===== config.mk =====
export PLATFORM = sky130hd
export DESIGN_NAME = fetch_stage
export DESIGN_NICKNAME = d
export VERILOG_FILES = /design/src/rtl/fetch_pkg.sv /design/src/rtl/fetch_fifo.sv /design/src/rtl/fetch_stage.sv
export SDC_FILE = /design/constraint.sdc
export NUM_CORES = 1
export LEC_CHECK = 0
export BUFFER_PORTS_ARGS = -buffer_cell sky130_fd_sc_hd__buf_4
export CAP_MARGIN = 20
export CORE_MARGIN = 4
export CORE_UTILIZATION = 33
export DETAILED_ROUTE_END_ITERATION = 8
export PLACE_DENSITY_LB_ADDON = 0.3
export SETUP_SLACK_MARGIN = 0.05
export SLEW_MARGIN = 5
export SYNTH_ARGS = -nofsm -noshare
export SYNTH_HDL_FRONTEND = slang
export SYNTH_HIERARCHICAL = 1
export SYNTH_SLANG_ARGS = --single-unit

===== constraint.sdc =====
create_clock -name clk -period 7.2 [get_ports clk]
set_input_delay 1.08 -clock clk [delete_from_list [all_inputs] [get_ports clk]]
set_output_delay 1.08 -clock clk [all_outputs]
set_load 0.01 [all_outputs]

===== src/rtl/fetch_pkg.sv =====
// Shared types and constants for the RV32I instruction fetch stage.
// Optional misaligned-redirect fault is enabled with FETCH_MISALIGN_EN.
package fetch_pkg;

   typedef enum logic [1:0] {
      BOOT  = 2'd0,
      FETCH = 2'd1,
      FLUSH = 2'd2
   } fetch_state_t;

   localparam int          IMM_IN_MSB  = 31;
   localparam int          IMM_IN_LSB  = 7;
   localparam int          INSTR_BYTES = 4;
   localparam logic [31:0] PC_INCR     = 32'(INSTR_BYTES);

   typedef struct packed {
      logic [31:0] instr;
      logic [31:0] pc;
   } fetch_entry_t;

   function automatic logic [31:0] align_word(input logic [31:0] addr);
      return {addr[31:2], 2'b00};
   endfunction

endpackage


===== src/rtl/fetch_fifo.sv =====
// Small synchronous FIFO of fetched {instr, pc} entries with a synchronous flush.
// FIFO_DEPTH must be a power of two and at least 2.
module fetch_fifo
   import fetch_pkg::*;
#(
   parameter  int FIFO_DEPTH = 2,
   localparam int AW         = $clog2(FIFO_DEPTH),
   localparam int CW         = AW + 1
) (
   input  logic          clk,
   input  logic          rst_n,
   input  logic          flush_i,
   input  logic          push_i,
   input  fetch_entry_t  push_data_i,
   input  logic          pop_i,
   output fetch_entry_t  head_o,
   output logic [CW-1:0] count_o,
   output logic          full_o,
   output logic          empty_o
);

   fetch_entry_t  mem_q [FIFO_DEPTH];
   logic [AW-1:0] wr_ptr_q;
   logic [AW-1:0] rd_ptr_q;
   logic [CW-1:0] count_q;
   logic          do_push_s;
   logic          do_pop_s;

   assign full_o    = (count_q == CW'(FIFO_DEPTH));
   assign empty_o   = (count_q == '0);
   assign count_o   = count_q;
   assign head_o    = mem_q[rd_ptr_q];
   assign do_push_s = push_i & ~full_o;
   assign do_pop_s  = pop_i & ~empty_o;

   // Storage, pointers and occupancy; flush wins over a same-cycle push or pop.
   always_ff @(posedge clk or negedge rst_n) begin
      if (!rst_n) begin
         wr_ptr_q <= '0;
         rd_ptr_q <= '0;
         count_q  <= '0;
         for (int i = 0; i < FIFO_DEPTH; i++) begin
            mem_q[i] <= '0;
         end
      end else if (flush_i) begin
         wr_ptr_q <= '0;
         rd_ptr_q <= '0;
         count_q  <= '0;
      end else begin
         if (do_push_s) begin
            mem_q[wr_ptr_q] <= push_data_i;
            wr_ptr_q        <= wr_ptr_q + AW'(1);
         end
         if (do_pop_s) begin
            rd_ptr_q <= rd_ptr_q + AW'(1);
         end
         count_q <= count_q + CW'(do_push_s) - CW'(do_pop_s);
      end
   end

endmodule


===== src/rtl/fetch_stage.sv =====
// RV32I fetch stage: owns the PC, requests words from instruction memory and buffers them for decode.
// Define FETCH_MISALIGN_EN to flag misaligned redirects on FetchFault and stall fetch until realigned.
module fetch_stage
   import fetch_pkg::*;
#(
   parameter logic [31:0] RESET_PC   = 32'h0000_0000,
   parameter int          FIFO_DEPTH = 2
) (
   input  logic        clk,
   input  logic        rst_n,
   output logic        ImemReqValid,
   input  logic        ImemReqReady,
   output logic [31:0] ImemAddr,
   input  logic        ImemRspValid,
   input  logic [31:0] ImemRspData,
   output logic        IdValid,
   input  logic        IdReady,
   output logic [31:0] IdInstr,
   output logic [31:0] IdPc,
   output logic [31:0] IdPcPlus4,
   output logic [24:0] IdImmIn,
   input  logic        Redirect,
   input  logic [31:0] RedirectPc,
   output logic        FetchFault
);

   localparam int          AW        = $clog2(FIFO_DEPTH);
   localparam int          CW        = AW + 1;
   localparam logic [CW:0] DEPTH_LIM = (CW + 1)'(FIFO_DEPTH);

   fetch_state_t  state_q;
   logic [31:0]   pc_q;
   logic [CW-1:0] out_q;
   logic [CW-1:0] out_d;
   logic [CW-1:0] drop_q;
   logic [31:0]   pcq_mem_q [FIFO_DEPTH];
   logic [AW-1:0] pcq_wr_q;
   logic [AW-1:0] pcq_rd_q;
   logic          fault_q;

   fetch_entry_t  head_s;
   fetch_entry_t  push_entry_s;
   logic [CW-1:0] fifo_count_s;
   logic          fifo_full_s;
   logic          fifo_empty_s;
   logic          id_take_s;
   logic          req_valid_s;
   logic          req_fire_s;
   logic          push_s;
   logic          pop_s;
   logic [CW:0]   credit_used_s;
   logic [31:0]   redirect_pc_s;

   assign redirect_pc_s = align_word(RedirectPc);
   assign id_take_s     = ~fifo_empty_s & IdReady;

   // The head leaving this cycle frees its slot, so a streaming decode sees no bubbles.
   assign credit_used_s = {1'b0, out_q} + {1'b0, fifo_count_s} - {{CW{1'b0}}, id_take_s};
   assign req_valid_s   = (state_q == FETCH) && (credit_used_s < DEPTH_LIM) && !fault_q;
   assign req_fire_s    = req_valid_s & ImemReqReady;
   assign push_s        = (state_q == FETCH) & ImemRspValid & ~Redirect;
   assign pop_s         = id_take_s & ~Redirect;
   assign push_entry_s  = '{instr: ImemRspData, pc: pcq_mem_q[pcq_rd_q]};
   assign out_d         = out_q + CW'(req_fire_s) - CW'(ImemRspValid);

   fetch_fifo #(
      .FIFO_DEPTH (FIFO_DEPTH)
   ) u_fifo (
      .clk         (clk),
      .rst_n       (rst_n),
      .flush_i     (Redirect),
      .push_i      (push_s),
      .push_data_i (push_entry_s),
      .pop_i       (pop_s),
      .head_o      (head_s),
      .count_o     (fifo_count_s),
      .full_o      (fifo_full_s),
      .empty_o     (fifo_empty_s)
   );

   // Control FSM: PC advance, redirect handling and stale-response drain.
   always_ff @(posedge clk or negedge rst_n) begin
      if (!rst_n) begin
         state_q <= BOOT;
         pc_q    <= RESET_PC;
         drop_q  <= '0;
      end else begin
         case (state_q)
            BOOT: begin
               state_q <= FETCH;
               if (Redirect) begin
                  pc_q <= redirect_pc_s;
               end
            end
            FETCH: begin
               if (Redirect) begin
                  pc_q <= redirect_pc_s;
                  if (out_d != '0) begin
                     drop_q  <= out_d;
                     state_q <= FLUSH;
                  end
               end else if (req_fire_s) begin
                  pc_q <= pc_q + PC_INCR;
               end
            end
            FLUSH: begin
               if (Redirect) begin
                  pc_q <= redirect_pc_s;
               end
               if (drop_q == '0) begin
                  state_q <= FETCH;
               end else if (ImemRspValid) begin
                  drop_q <= drop_q - CW'(1);
               end
            end
            default: begin
               state_q <= BOOT;
               drop_q  <= '0;
            end
         endcase
      end
   end

   // Outstanding count and in-order PC queue; stale responses still retire their PC slot.
   always_ff @(posedge clk or negedge rst_n) begin
      if (!rst_n) begin
         out_q    <= '0;
         pcq_wr_q <= '0;
         pcq_rd_q <= '0;
         for (int i = 0; i < FIFO_DEPTH; i++) begin
            pcq_mem_q[i] <= '0;
         end
      end else begin
         out_q <= out_d;
         if (req_fire_s) begin
            pcq_mem_q[pcq_wr_q] <= pc_q;
            pcq_wr_q            <= pcq_wr_q + AW'(1);
         end
         if (ImemRspValid) begin
            pcq_rd_q <= pcq_rd_q + AW'(1);
         end
      end
   end

`ifdef FETCH_MISALIGN_EN
   // Sticky fault: set by a misaligned redirect, cleared only by an aligned one.
   always_ff @(posedge clk or negedge rst_n) begin
      if (!rst_n) begin
         fault_q <= 1'b0;
      end else if (Redirect) begin
         fault_q <= (RedirectPc[1:0] != 2'b00);
      end
   end
`else
   logic redirect_lsb_unused_s;
   assign fault_q               = 1'b0;
   assign redirect_lsb_unused_s = ^RedirectPc[1:0];
`endif

   logic fifo_full_unused_s;
   assign fifo_full_unused_s = fifo_full_s;

   assign ImemReqValid = req_valid_s;
   assign ImemAddr     = pc_q;
   assign IdValid      = ~fifo_empty_s;
   assign IdInstr      = fifo_empty_s ? 32'h0000_0000 : head_s.instr;
   assign IdPc         = fifo_empty_s ? 32'h0000_0000 : head_s.pc;
   assign IdPcPlus4    = fifo_empty_s ? 32'h0000_0000 : head_s.pc + PC_INCR;
   assign IdImmIn      = fifo_empty_s ? 25'h000_0000 : head_s.instr[IMM_IN_MSB:IMM_IN_LSB];
   assign FetchFault   = fault_q;

endmodule


After elaboration in Yosys (flattened, before gate mapping)
Index checks and enable logic that the tools add are counted.
- register bits: 236
- bits of input ports: 70
- equality and inequality tests: 10
- reductions and logical operators: 15
- $lt $le $gt $ge: 7
- multiplexer cells: 34
- bitwise operators: 15
- $add $sub $neg: 13
- operator list (cell ; number):
    32-bit two-way mux ; 10
    64-bit two-way mux ; 4
    128-bit bitwise mux ; 1
    32-bit by 3-bit adder with 32-bit output, second input constant ; 2
    64-bit bitwise mux ; 1
    64-bit demux with 1-bit select ; 1
    32-bit one-hot mux with 2 select lines ; 1
    32-bit demux with 1-bit select ; 1
    25-bit two-way mux ; 1
    2-bit two-way mux ; 8
    2-bit one-hot mux with 3 select lines ; 2
    2-bit greater-or-equal comparator, second input constant ; 4
    2-bit inequality test, second input constant ; 4
    1-bit inverter with 2-bit output ; 4
    2-bit nonzero test ; 4
    1-bit AND ; 7
    2-bit logical NOT ; 3
    3-bit AND reduction ; 2
    5-bit AND reduction ; 1
    1-bit adder, second input constant ; 4
    2-bit by 1-bit adder with 2-bit output ; 2
    2-bit equality test, second input constant ; 2
    2-bit by 1-bit < comparator with 1-bit output, second input constant ; 2
    1-bit two-way mux ; 4
    12 further kinds ; 19

Logic depth before layout (Yosys ltp)
- word-level depth: 13
- gate-level depth with buffers: 17

Hierarchy
Netlist, hierarchy kept.
- by module, submodules not included (module ; cells each ; area each (µm²) ; seq. area each (µm²) ; instances):
    fetch_stage ; 688 ; 6602.6 ; 2452.4 ; 1
    fetch_fifo ; 365 ; 5743.0 ; 3303.2 ; 1

Worst setup path after synthesis
OpenSTA, ideal clock, no wires.
- path type: input to register
- start point: in IdReady
- end point: reg drop_q[1]
- setup time: 0.127 ns
- path slack: 3.158 ns
- cell stages on the path: 15
- arrival time: 3.915 ns
- required time: 7.073 ns
- path through: nor2b_1 ha_1 nand2b_1 fa_1 xor2_1 and3_1 nand2_1 ha_1 inv_1 ha_1 xor3_2 nor3_1 or4_1 nand2_1 o21ai_0
- word-level cells in the longest chain between the ends: 10
- elaborated cells between the ends (all ways): 13
- classes of those cells: add/sub (3); order compare (1); eq/ne (1); mux (3); bitwise (2); reduce/logical (3)
- RTL lines (what ; RTL line ; source):
    from (decl) ; fetch_stage.sv:17 ; input logic IdReady,
    1-bit AND (*) ; fetch_stage.sv:55 ; assign id_take_s = ~fifo_empty_s & IdReady;
    3-bit by 1-bit subtractor with 3-bit output (*) ; fetch_stage.sv:58 ; assign credit_used_s = {1'b0, out_q} + {1'b0, fifo_count_s} - {{CW{1'b0}}, id_take_s};
    3-bit by 2-bit < comparator with 1-bit output (*) ; fetch_stage.sv:59 ; assign req_valid_s = (state_q == FETCH) && (credit_used_s < DEPTH_LIM) && !fault_q;
    1-bit logical AND (*) ; fetch_stage.sv:59 ;
    named net ImemReqValid ; fetch_stage.sv:11 ; output logic ImemReqValid,
    1-bit AND (*) ; fetch_stage.sv:60 ; assign req_fire_s = req_valid_s & ImemReqReady;
    2-bit by 1-bit adder with 2-bit output (*) ; fetch_stage.sv:64 ; assign out_d = out_q + CW'(req_fire_s) - CW'(ImemRspValid);
    2-bit by 1-bit subtractor with 2-bit output (*) ; fetch_stage.sv:64 ;
    named net out_d[1] ; fetch_stage.sv:34 ; logic [CW-1:0] out_d;
    2-bit nonzero test / 2-bit two-way mux (equally long branches) ; fetch_stage.sv:98 ; if (out_d != '0) begin
    2-bit by 1-bit inequality test with 1-bit output (no line) / 2-bit two-way mux (equally long branches) ; n/a ;
    5-bit AND reduction (no line) / 2-bit one-hot mux with 3 select lines (equally long branches) ; n/a ;
    to (signal assigned) ; fetch_stage.sv:99 ; drop_q <= out_d;
    to (signal assigned) ; fetch_stage.sv:113 ; drop_q <= drop_q - CW'(1);
    to (decl) ; fetch_stage.sv:35 ; logic [CW-1:0] drop_q;
The timed path passes the listed nets; every way through them passes the cells marked *. The select of a mux whose other input is x is not followed.
A chain may end at the register's enable or synchronous reset.

==> results.yml <==
synth:
  ys_seq_elements: 230
  async_flop_share_pct: 100
  yosysUniqueCellTypes: 63
  ys_warn_count: 6
  synth_edf_count: 0
  syn_avg_cell_area_um2: 11.7
  yosys.area.top_type: "dfrtp_1"
  yosysTopAreaCellShare_pct: 46.6
  syn-cell-area_um2: 12300
  synth_cells: 1053
  synth_seq_area_share_pct: 46.6
  synth_ff_type: "dfrtp_1"
  synth_area_leaders: "dfrtp_1, mux2_2, nor2b_1"
cts:
  cts_resized: 0
  clock_latency_ns: 0.55
  cts_setup_buffers: 0
  htreeDepth: 1
  cts_made_buffers: 27
  cts_hold_buffers: 0
  cts_root_buffer: "clkbuf_16"
  clock-sinks: 230
  path_clk_slew_ns: 0.06
  cts_tree: "built"
  clockBufferDepth: 3
timing:
  setup_violations: 0
  rsz0062_at_grt: "false"
  skew_ns: 0.0178
  relSlewSlack_pct: 31.5
  drv_slew: 0
  fin_crit_sh_pct: 67.1
  tns_ns: 0
  worstMarginPinSlew_ns: 1.03
  max_freq_mhz: 207
  hold_viol_final: 0
  min_period_ns: 4.83
  setup_slack_ns: 2.37
critical_path:
  worstPathMaxFanout: 26
  slowest_stage: "dfrtp_2"
  path_cells: "buf_4 > mux2_2 > nand4_1 > or3_1 > xor2_1 > nor2_1 > buf_4"
  arrival_ns: 3.75
  max_stage_delay_ns: 0.79
  cp_common_cell: "buf_4"
  required_ns: 6.12
  critPathKind: "flop to output pin"
  crit_path_start_kind: "flop"
  end_kind: "output pin"
global_routing:
  first_global_vias: 8890
  globalRouteOverflowTotal: 0
  gr-usage-all-layers_pct: 15.0
  grt_pass1_wl_um: 50100
  antenna_found_initial: 0
  grt_max_degree: 133
detailed_routing:
  vias: 8596
  wl_um: 31400
  drtIter0Drc: 315
  via_per_inst: 5.00
  wl_per_cell_um: 18.3
  drtAntennaViolNets: 0
  drc: 0
  drt_first_pass_iters: 4
finish:
  diodes: 0
  area_delta_synth_final_pct: 22.0
  n_fill_cell: 3570
  drive_gt1_share_pct: 46.5
  final_cell_mix: "mux2_2, dfrtp_1, buf_4"
  final_common_cell: "mux2_2"
  final_util_pct: 40.9
  final_cell_area_um2: 15100
  instances_no_fill: 1718
  num-nets-final: 1314
floorplan:
  die_area_um2: 40600
  fp.dieW_um: 201
  io_pins: 226
  fp.coreArea_um2: 36800
  fp.dieH_um: 201
  num_rows: 70
  start_util_pct: 33.6
place:
  place_ws_ns: 2.65
  gp_congestion: 0.838
  placed_area_um2: 14200
  io_buffers: 220
  place_inst: 1669
  dp_hpwl_um: 21200
power_and_ir_drop:
  peakVddDrop_v: 0.000187
  pwr_density_cell_nw_per_um2: 386
  p_leak_nw: 6.76
min_path:
  hold_class: "flop to flop"
status:
  status: "complete, no violations"
job:
  drv_cap: 0
[where the power goes]
group / total (mW) / switching [mW] / internal, mW
Clock: 1.34 / 0.547 / 0.789
Combinational: 2.23 / 1.06 / 1.17
Sequential: 2.24 / 0.411 / 1.83
[synth_stat cells, types with 3 or more instances]
| cell | instances |
|---|---|
| a211oi_1 | 4 |
| a21oi_1 | 39 |
| a311oi_1 | 3 |
| a31o_2 | 3 |
| a31oi_1 | 3 |
| a32oi_1 | 3 |
| and2_1 | 4 |
| and3_1 | 14 |
| and4_1 | 8 |
| buf_1 | 6 |
| buf_2 | 23 |
| buf_4 | 32 |
| buf_6 | 8 |
| clkbuf_1 | 19 |
| dfrtp_1 | 230 |
| ha_1 | 13 |
| inv_1 | 26 |
| mux2_1 | 4 |
| mux2_2 | 277 |
| nand2_1 | 35 |
| nand2b_1 | 4 |
| nand3_1 | 23 |
| nand4_1 | 10 |
| nor2_1 | 59 |
| nor2b_1 | 61 |
| nor3_1 | 11 |
| nor3_2 | 4 |
| nor4_1 | 4 |
| nor4_2 | 4 |
| nor4_4 | 5 |
| o21ai_0 | 28 |
| o22ai_1 | 9 |
| or3_1 | 8 |
| xnor2_1 | 23 |
| xor2_1 | 9 |
[registers in the layout, summed over array words and instances, names as in the netlist]
register / flops
u_fifo/mem_q: 128
pcq_mem_q: 60
ImemAddr: 30
drop_q: 2
out_q: 2
state_q: 2
u_fifo/count_o: 2
pcq_rd_q: 1
pcq_wr_q: 1
u_fifo/rd_ptr_q: 1
u_fifo/wr_ptr_q: 1
[cell families (layout without fill, tap and decap cells)]
group / count (synthesis) / after routing / synth area share, %
compound gates: 110 / 110 / 5.50
xor+xnor: 33 / 33 / 2.47
fa+ha+maj: 14 / 14 / 1.48
buf+inv: 115 / 306 / 5.20
flops: 230 / 230 / 46.6
mux: 283 / 283 / 25.8
other cells: 1 / 7 / 0.0304
simple gates: 267 / 267 / 12.9
[routing by layer]
| layer | global-route usage (%) | share of wire, % | up-vias |
|---|---|---|---|
| met4 | 2.86 | 1.8 | 0 |
| met5 | 0 | 0 | - |
| met1 | 19.3 | 43 | 4300 |
| li1 | - | - | 4070 |
| met2 | 26.7 | 51 | 186 |
| met3 | 2.58 | 4.4 | 40 |
[per-stage QoR]
stage               power [mW]  hold WS [ns]
floorplan                 3.74         0.444
global placement          4.47         0.462
detailed placement        4.53         0.476
finish                    5.81         0.482
global route              6.21         0.501
CTS                       5.90         0.489
[final cells by class]
cell class                 instances  area, µm²  area share (%)
clock buffer                      39        781            5.18
inverter                          26       97.6           0.648
timing repair buffer             231       1750            11.6
sequential                       230       5760            38.2
multi-input combinational        714       5990            39.8
tap                              468        586            3.89
clock inverter                    10       92.6           0.615
[worst max-delay path: cells and delay by family, from the launching register on]
kind,cells,cell delay [ns]
xor+xnor,1,0.15
buf+inv,2,0.60
flops,1,0.79
mux,1,0.29
simple gates,3,1.37
[worst paths after layout]
kind,startpoint,endpoint,slack (ns),cells past startpoint
worst max-delay path,u_fifo/rd_ptr_q$_DFFE_PN0P_,IdPcPlus4[13],2.37,7
worst min-delay path,drop_q[1]$_DFFE_PN0P_,drop_q[1]$_DFFE_PN0P_,0.48,2
worst max register to register,u_fifo/count_o[1]$_DFF_PN0_,drop_q[0]$_DFFE_PN0P_,2.75,17
worst min register to register,drop_q[1]$_DFFE_PN0P_,drop_q[1]$_DFFE_PN0P_,0.48,2
max in group asynchronous,rst_n,u_fifo/rd_ptr_q$_DFFE_PN0P_,5.41,2
min in group asynchronous,rst_n,u_fifo/mem_q[86]$_DFFE_PN0P_,0.57,1
(Power assumes the default switching activity.)
